==> src/rtl/vga_pixel_timing.sv <==
// 640x480 raster timing generator: pixel counters, sync/blank decode, frame pulse.
// Optional VGA_COORD_MASK_EN: pixelX/pixelY read -1 while blanked.
module vga_pixel_timing #(
  parameter int H_ACTIVE = 640,
  parameter int H_FP     = 16,
  parameter int H_SYNC   = 96,
  parameter int H_BP     = 48,
  parameter int V_ACTIVE = 480,
  parameter int V_FP     = 10,
  parameter int V_SYNC   = 2,
  parameter int V_BP     = 33
) (
  input  logic               clk,
  input  logic               reset,
  input  logic               pixEn,
  output logic signed [10:0] pixelX,
  output logic signed [10:0] pixelY,
  output logic               hsync,
  output logic               vsync,
  output logic               blank,
  output logic               startOfFrame
);

  localparam int HT = H_ACTIVE + H_FP + H_SYNC + H_BP;
  localparam int VT = V_ACTIVE + V_FP + V_SYNC + V_BP;

  localparam logic [10:0] H_LAST = 11'(HT - 1);
  localparam logic [10:0] V_LAST = 11'(VT - 1);
  localparam logic [10:0] H_VIS  = 11'(H_ACTIVE);
  localparam logic [10:0] V_VIS  = 11'(V_ACTIVE);
  localparam logic [10:0] HS_BEG = 11'(H_ACTIVE + H_FP);
  localparam logic [10:0] HS_END = 11'(H_ACTIVE + H_FP + H_SYNC);
  localparam logic [10:0] VS_BEG = 11'(V_ACTIVE + V_FP);
  localparam logic [10:0] VS_END = 11'(V_ACTIVE + V_FP + V_SYNC);

  logic [10:0] hCnt;
  logic [10:0] vCnt;
  logic [10:0] hNxt;
  logic [10:0] vNxt;
  logic        hLast;
  logic        vLast;
  logic        hsNxt;
  logic        vsNxt;
  logic        blNxt;
  logic signed [10:0] pxNxt;
  logic signed [10:0] pyNxt;

  // Decode the next position so every output lands on the same pixel.
  always_comb begin
    hLast = (hCnt == H_LAST);
    vLast = (vCnt == V_LAST);
    hNxt  = hLast ? 11'd0 : hCnt + 11'd1;
    vNxt  = vCnt;
    if (hLast) begin
      vNxt = vLast ? 11'd0 : vCnt + 11'd1;
    end
    hsNxt = !((hNxt >= HS_BEG) && (hNxt < HS_END));
    vsNxt = !((vNxt >= VS_BEG) && (vNxt < VS_END));
    blNxt = (hNxt >= H_VIS) || (vNxt >= V_VIS);
`ifdef VGA_COORD_MASK_EN
    pxNxt = blNxt ? 11'sh7FF : $signed(hNxt);
    pyNxt = blNxt ? 11'sh7FF : $signed(vNxt);
`else
    pxNxt = $signed(hNxt);
    pyNxt = $signed(vNxt);
`endif
  end

  always_ff @(posedge clk or posedge reset) begin
    if (reset) begin
      hCnt         <= '0;
      vCnt         <= '0;
      pixelX       <= '0;
      pixelY       <= '0;
      hsync        <= 1'b1;
      vsync        <= 1'b1;
      blank        <= 1'b0;
      startOfFrame <= 1'b0;
    end else begin
      startOfFrame <= pixEn & hLast & vLast;
      if (pixEn) begin
        hCnt   <= hNxt;
        vCnt   <= vNxt;
        pixelX <= pxNxt;
        pixelY <= pyNxt;
        hsync  <= hsNxt;
        vsync  <= vsNxt;
        blank  <= blNxt;
      end
    end
  end

endmodule

==> config.mk <==
export PLATFORM = sky130hd
export DESIGN_NAME = vga_pixel_timing
export DESIGN_NICKNAME = d
export VERILOG_FILES = /design/src/rtl/vga_pixel_timing.sv
export SDC_FILE = /design/constraint.sdc
export NUM_CORES = 1
export LEC_CHECK = 0
export CAP_MARGIN = 20
export CORE_ASPECT_RATIO = 1.75
export CORE_MARGIN = 2
export CORE_UTILIZATION = 30
export CTS_BUF_LIST = sky130_fd_sc_hd__clkbuf_2 sky130_fd_sc_hd__clkbuf_4 sky130_fd_sc_hd__clkbuf_8
export CTS_CLUSTER_DIAMETER = 40
export DETAILED_ROUTE_END_ITERATION = 12
export HOLD_SLACK_MARGIN = 0.12
export SYNTH_ARGS = -nofsm -noshare
export SYNTH_HDL_FRONTEND = slang
export SYNTH_SLANG_ARGS = --single-unit
==> constraint.sdc <==
create_clock -name clk -period 3.3 [get_ports clk]
set_input_delay 0.66 -clock clk [delete_from_list [all_inputs] [get_ports clk]]
set_output_delay 0.66 -clock clk [all_outputs]
set_load 0.01 [all_outputs]
==> results of run 1 <==
==> worst max-delay path, stage by stage (launching register included) <==
cell	delay [ns]
dfrtp_1	0.50
or4b_4	0.60
or4b_1	0.68
nor4_4	0.35
xor2_1	0.10
o31ai_1	0.30
a31oi_1	0.12
==> placed cells by master, fill, tap and decap left out, types with 2 or more instances in the layout <==
master | synthesis | final
buf_4 | 0 | 5
nor2b_1 | 2 | 2
or3_1 | 2 | 2
xnor2_1 | 10 | 10
nand3_1 | 16 | 16
o22ai_1 | 2 | 2
nor2_1 | 18 | 18
nand2_1 | 24 | 24
inv_1 | 6 | 6
nor4b_1 | 2 | 2
dfstp_2 | 2 | 2
xor2_1 | 4 | 4
o31ai_1 | 5 | 5
ha_1 | 3 | 3
a21oi_1 | 6 | 6
nand4_1 | 7 | 7
dfrtp_1 | 24 | 24
nor3_1 | 8 | 8
and3_1 | 5 | 5
a31oi_1 | 6 | 6
clkdlybuf4s50_1 | 0 | 28
clkbuf_8 | 0 | 3
o21ai_0 | 16 | 16
==> routing by layer <==
metal	part of all wire, %	global-route usage (%)	up-vias
li1	-	-	766
met1	39	17.2	739
met2	55	29.4	42
met3	3.0	1.14	8
met4	2.1	4.96	0
met5	0	0	-
==> power by group <==
group	internal [mW]	switching (mW)
sequential	0.355	0.0634
clock	0.162	0.102
combinational	0.119	0.111
total	0.637	0.277
==> cell usage after synthesis, types with 3 or more instances <==
master,instances,area (um^2)
dfrtp_1,24,601
nand2_1,24,90.1
nor2_1,18,67.6
nand3_1,16,80.1
o21ai_0,16,80.1
xnor2_1,10,87.6
nor3_1,8,40.0
clkbuf_1,7,26.3
nand4_1,7,43.8
a21oi_1,6,30.0
a31oi_1,6,37.5
inv_1,6,22.5
and3_1,5,31.3
o31ai_1,5,37.5
xor2_1,4,35.0
ha_1,3,37.5
==> per-stage QoR <==
| step | cell area, um^2 | setup slack [ns] |
|---|---|---|
| final | 2080 | 0.536 |
| after CTS | 2080 | 0.526 |
| after global placement | 2010 | 0.595 |
| after floorplan | 1650 | 0.670 |
| after detailed placement | 2010 | 0.535 |
| after global routing | 2080 | 0.420 |
==> kinds of logic after synthesis <==
group | share of synthesized area, %
mux | 0.683
simple gates | 30.6
buf+inv | 4.25
compound gates | 15.2
flops | 39.6
xor+xnor | 7.44
fa+ha+maj | 2.28
==> how the worst max path moves through the flow <==
stage	slack (ns)	to	from
after floorplan	0.67	blank$_DFFE_PP0P_	hCnt[5]$_DFFE_PP0P_
after global placement	0.59	blank$_DFFE_PP0P_	hCnt[5]$_DFFE_PP0P_
after detailed placement	0.53	blank$_DFFE_PP0P_	hCnt[5]$_DFFE_PP0P_
after CTS	0.53	blank$_DFFE_PP0P_	hCnt[5]$_DFFE_PP0P_
after global routing	0.42	blank$_DFFE_PP0P_	hCnt[0]$_DFFE_PP0P_
final	0.54	blank$_DFFE_PP0P_	hCnt[5]$_DFFE_PP0P_
==> flip-flops by register name, indices dropped and copies added (netlist names) <==
signal        count
hsync             1
startOfFrame      1
pixelY           11
blank             1
vsync             1
hCnt             11
==> cell type report <==
type,count,area (um^2),share of cell area [%]
clock buffer,3,41.3,1.98
tap,74,92.6,4.44
clock inverter,1,30.0,1.44
timing repair buffer,33,318,15.3
inverter,6,22.5,1.08
multi-input combinational,153,926,44.4
sequential,26,653,31.4
==> results by group, run 1 <==
Finish
  – Layout Nets: about 230
  – Final Util: between 30% and 40%
  – Area growth from synthesis to layout: 26.3%
  – Fill count: about 550
  – Share of layout cells above drive strength 1: under 10%
  – Diodes inserted: 0
  – Number of standard cells in the final layout excluding fillers: roughly 300

Status
  – Result of the run: finished, final reports clean

Worst setup path
  – Worst path arrival time: just under 3 ns
  – Destination of the worst register-to-register timing path: blank$_DFFE_PP0P_
  – Req. time, crit path: 3.45 ns
  – Class of the most critical setup path: flip-flop to flip-flop
  – Cell count of the worst reg-to-reg path: 6
  – Max Fanout on Critical Path: 11
  – Kind of start point of the critical path: flip-flop
  – Slack of the worst reg-to-reg path: between 0.5 and 0.6 ns
  – Type of destination of the critical path: flip-flop
  – Reg-to-reg critical path startpoint: hCnt[5]$_DFFE_PP0P_

Timing
  – Final Hold Viols: 0
  – Fin Hold WS: roughly 0.50 ns
  – Headroom to the max-slew limit: about three fifths
  – Slew at the pin with the worst max-slew slack: 0.567 ns
  – Final critical-path share of the clock period: 83.7%
  – Pins Over Slew Limit: 0
  – Sum of negative setup slack: 0 ns
  – Worst Skew: between 0.01 and 0.015 ns
  – Unrepaired setup endpoints after global routing: false
  – Minimum clock period after layout: about 2.8 ns
  – Final setup viols: 0
  – Highest clock frequency the design can meet: 362 MHz

Synth
  – Count of state elements after synthesis: 26
  – Post-synth top flop: dfrtp_1
  – Cell area after synthesis: between 0.0015 and 0.002 mm^2
  – Synthesized Nets: between 200 and 250
  – Per-instance average area after synthesis: 8.46 um^2
  – Number of flops mapped to enable cells by yosys: 0
  – Share of the yosys chip area belonging to registers: about two fifths
  – Number of warnings reported in the yosys synthesis log: 0
  – Async SR Flop Fraction: 100%
  – Count of cell types in the netlist: 40
  – Cell count after synthesis: slightly below 200

Clocking
  – Number of hold buffers added after cts: 0
  – Number of CTS-inserted buffers: 3
  – Root Buffer Master: clkbuf_8
  – CTS tree: yes
  – H-Tree Level Count: 1
  – Clock input transition at the sequential cells of the worst setup and hold paths: about 0.1 ns
  – Clock tree buffer depth: 2
  – Setup Fix Bufs, Post-CTS: 0
  – Clock Latency Late Sink: 0.27 ns
  – Number of clock sinks seen by CTS: 26
  – Number of gates resized after cts: 0

Floorplan
  – Core Rows: 35
  – Starting Density: just over 30%
  – Number of placed I/O pins: 29
  – Placeable core area: approximately 0.0053 mm^2
  – Die width: 60.0 um
  – Overall die area: just over 0.006 mm^2
  – Overall die height: roughly 100 um

Global route
  – Number of global-route vias before repair: around 1500
  – Antenna violations before repair: 0
  – First-pass GRT wire length: 7.29 mm
  – Total overflow reported by the global router: 0
  – Pin count of the biggest net entering global routing: 27
  – Total global-route track usage: 15.4%

Placed design
  – Post-DP HPWL: approximately 3.3 mm
  – Inst Count DP: 292
  – Final weighted congestion of routability-driven global placement: 0.849
  – Number of buffers inserted by port buffering: 28

Power and ir drop
  – Overall power consumption: 0.914 mW
  – Maximum vdd drop: around 0.00021 V
  – Total power divided by cell area: 439 mW/mm^2
  – Leakage component of the power: ~0.82 nW

Min path
  – Hold WC Path Type: flip-flop to flip-flop
  – Worst min-delay path endpoint: hsync$_DFFE_PP1P_
  – Launch point of the worst hold path: hsync$_DFFE_PP1P_
  – Cell depth of the worst min-delay path: 2

Detailed routing
  – Via Count: between 1500 and 2000
  – Via density: roughly 5.3
  – Routed Wire Length: approximately 4.5 mm
  – Detailed Route Iter0 Violations: 35
  – Number of nets with antenna violations after routing: 0
  – # DRC: 0
  – Routed WL per cell: approximately 15 um
  – Number of iterations in the first detailed-routing pass: 4

Flow run
  – Maximum Capacitance Violations: 0
(Power assumes the default switching activity.)
==> run 2: changes to the inputs <==
Clock period 3.3 ns to 2.4 ns, I/O delays scaled along.
==> run 2 against run 1 <==
Sequential cell count is the same. Sequential power is 28% higher. Utilization increased by 1.2 points. Die area unchanged. Register-to-register slack worse by 0.40 ns. Setup slack worse by 0.40 ns. Clock skew down 0.0087 ns. Count of clock-buffer cells in the layout unchanged. Via count increased by 5.9%. Cell count rose by 3.4%. Non-clock buffer count rose by 11. Largest cell class unchanged.
==> results by group, run 2 (synthesized netlist as in run 1, its figures left out) <==
Finish
  – Final Util: 40.5% (+1.2 points)
  – Commonest non-fill, non-tap cell in the layout: clkdlybuf4s50_1
  – Area growth from synthesis to layout: 30.0%
  – Diodes inserted: 0 (unchanged)
  – Layout Nets: 240 (+4.8%)
  – Top flop regs: hCnt (11), pixelY (11)
  – Share of layout cells above drive strength 1: 11.6% (+4.9 points)
  – Fill count: 545 (-0.55%)
  – Leading cell types in the layout, fill and taps excluded: clkdlybuf4s50_1 (28), nand2_1 (24), dfrtp_1 (24)

Detailed routing
  – Via Count: 1646 (+5.9%)
  – Detailed Route Iter0 Violations: 53 (+51%)
  – Number of iterations in the first detailed-routing pass: 6 (+2)
  – Routed WL per cell: 14.7 um (-2.7%)
  – Via density: 5.38 (+2.4%)
  – Number of nets with antenna violations after routing: 0 (unchanged)
  – Routed Wire Length: 4.49 mm (+0.60%)
  – # DRC: 0 (unchanged)

Worst setup path
  – Type of destination of the critical path: flip-flop
  – Crit path cell chain: or4b_4, or4b_4, or3_1, a21oi_1, o22a_1, a31oi_1
  – Destination of the worst register-to-register timing path: vsync$_DFFE_PP1P_
  – Worst path arrival time: 2.44 ns (-0.47 ns)
  – Most frequent cell on the critical path: or4b_4
  – Reg-to-reg critical path startpoint: hCnt[6]$_DFFE_PP0P_
  – Number of buffers and inverters on the critical path: 0 (unchanged)
  – Class of the most critical setup path: flip-flop to flip-flop
  – Slack of the worst reg-to-reg path: 0.14 ns (-0.40 ns)
  – Largest delay share family, worst path: simple AND/OR/NAND/NOR gates
  – Delay of the slowest critical-path stage: 0.57 ns (-0.11 ns)
  – Kind of start point of the critical path: flip-flop
  – Req. time, crit path: 2.59 ns (-0.86 ns)
  – Cell count of the worst reg-to-reg path: 6 (unchanged)
  – Library cell contributing the largest single delay on the critical path: or4b_4
  – Max Fanout on Critical Path: 4 (-7)

Min path
  – Worst min-delay path endpoint: hsync$_DFFE_PP1P_
  – Launch point of the worst hold path: hsync$_DFFE_PP1P_
  – Cell depth of the worst min-delay path: 2 (unchanged)
  – Hold WC Path Type: flip-flop to flip-flop

Timing
  – Worst Slack Setup Final: 0.141 ns (-0.395 ns)
  – Highest clock frequency the design can meet: 443 MHz (+22%)
  – Final setup viols: 0 (unchanged)
  – Sum of negative setup slack: 0 ns (unchanged)
  – Minimum clock period after layout: 2.26 ns (-0.505 ns)
  – Unrepaired setup endpoints after global routing: false
  – Final critical-path share of the clock period: 94.1% (+10 points)
  – Slew at the pin with the worst max-slew slack: 0.490 ns (-0.0773 ns)
  – Headroom to the max-slew limit: 67.0% (+5.2 points)
  – Final Hold Viols: 0 (unchanged)
  – Pins Over Slew Limit: 0 (unchanged)
  – Worst Skew: 0.00148 ns (-0.00875 ns)

Placed design
  – Setup WS pre-CTS: 0.0464 ns (-0.488 ns)
  – Final weighted congestion of routability-driven global placement: 0.913 (+7.6%)
  – Number of buffers inserted by port buffering: 28 (unchanged)
  – Post-DP HPWL: 3.45 mm (+4.3%)

Floorplan
  – Die width: 60.0 um (unchanged)
  – Starting Density: 31.1% (unchanged)
  – Core Rows: 35 (unchanged)
  – Overall die area: 0.00613 mm^2 (unchanged)
  – Number of placed I/O pins: 29 (unchanged)
  – Overall die height: 102 um (unchanged)
  – Placeable core area: 0.00530 mm^2 (unchanged)

Power and ir drop
  – Total power divided by cell area: 553 mW/mm^2 (+26%)
  – Maximum vdd drop: 0.000229 V (+12%)
  – Leakage component of the power: 0.866 nW (+5.4%)
  – Overall power consumption: 1.19 mW (+30%)

Global route
  – Total overflow reported by the global router: 0 (unchanged)
  – Total global-route track usage: 15.6% (+0.26 points)
  – Antenna violations before repair: 0 (unchanged)
  – Number of global-route vias before repair: 1571 (+2.3%)
  – Pin count of the biggest net entering global routing: 27 (unchanged)
  – First-pass GRT wire length: 7.41 mm (+1.7%)

Clocking
  – H-Tree Level Count: 1 (unchanged)
  – Setup Fix Bufs, Post-CTS: 0 (unchanged)
  – Number of CTS-inserted buffers: 3 (unchanged)
  – Clock Latency Late Sink: 0.26 ns (about the same)
  – Clock input transition at the sequential cells of the worst setup and hold paths: 0.08 ns (-0.02 ns)
  – Clock tree buffer depth: 2 (unchanged)
  – Number of clock sinks seen by CTS: 26 (unchanged)
  – Root Buffer Master: clkbuf_8
  – CTS tree: yes

Status
  – Result of the run: finished, final reports clean

Flow run
  – Maximum Capacitance Violations: 0 (unchanged)
run 2: cell types whose count changed in the layout (fill, tap and decap cells not counted), sizes merged:
cell / change
buf: +11
bufinv: -1
run 2: per-layer routing:
layer  global-route usage (%)  share of wire (%)  up-vias
met4                     5.81                2.0        0
met3                     1.27                4.6       10
met1                     17.9                 37      779
li1                         -                  -      789
met5                        0                  0        -
met2                     29.0                 56       68
run 2: worst max-delay path by stage:
stage	startpoint	endpoint	slack, ns	cells past startpoint
4_1_cts	hCnt[6]$_DFFE_PP0P_	blank$_DFFE_PP0P_	0.04	6
3_3_place_gp	hCnt[6]$_DFFE_PP0P_	blank$_DFFE_PP0P_	0.09	6
5_1_grt	pixelY[1]$_DFFE_PP0P_	vsync$_DFFE_PP1P_	0.04	8
3_5_place_dp	hCnt[6]$_DFFE_PP0P_	blank$_DFFE_PP0P_	0.05	6
6_report	hCnt[6]$_DFFE_PP0P_	vsync$_DFFE_PP1P_	0.14	6
2_1_floorplan	hCnt[6]$_DFFE_PP0P_	blank$_DFFE_PP0P_	-0.04	8
run 2: metrics by stage:
stage | cell area, um^2 | cells | hold WS (ns)
6_report | 2140 | 306 | 0.491
5_1_grt | 2140 | 306 | 0.518
4_1_cts | 2140 | 306 | 0.492
3_5_place_dp | 2090 | 303 | 0.480
3_3_place_gp | 2090 | 303 | 0.479
2_1_floorplan | 1660 | 195 | 0.491
run 2: final cells by class:
type / count / area [um^2] / area share [%]
Clock buffer: 3 / 41.3 / 1.93
Timing Repair Buffer: 44 / 400 / 18.7
Sequential cell: 26 / 653 / 30.5
Inverter: 6 / 22.5 / 1.05
Tap cell: 74 / 92.6 / 4.32
Multi-Input combinational cell: 153 / 935 / 43.6
run 2: repair_timing:
item,CTS,global route
hold endpoints to repair,0,0
hold buffers,0,0
resized for setup,0,2
setup endpoints to repair,0,2
run 2: power breakdown:
group	internal (mW)	leakage (nW)	switching [mW]
combinational	0.209	0.499	0.202
sequential	0.489	0.345	0.0467
clock	0.112	0.0216	0.127
total	0.810	0.866	0.375
run 2: worst reg2reg max path, delay by kind of cell (launching register included):
family	cells	cell delay [ns]
AND/OR/NAND/NOR	3	1.44
flip-flops	1	0.39
AO/OA/AOI/OAI	3	0.35
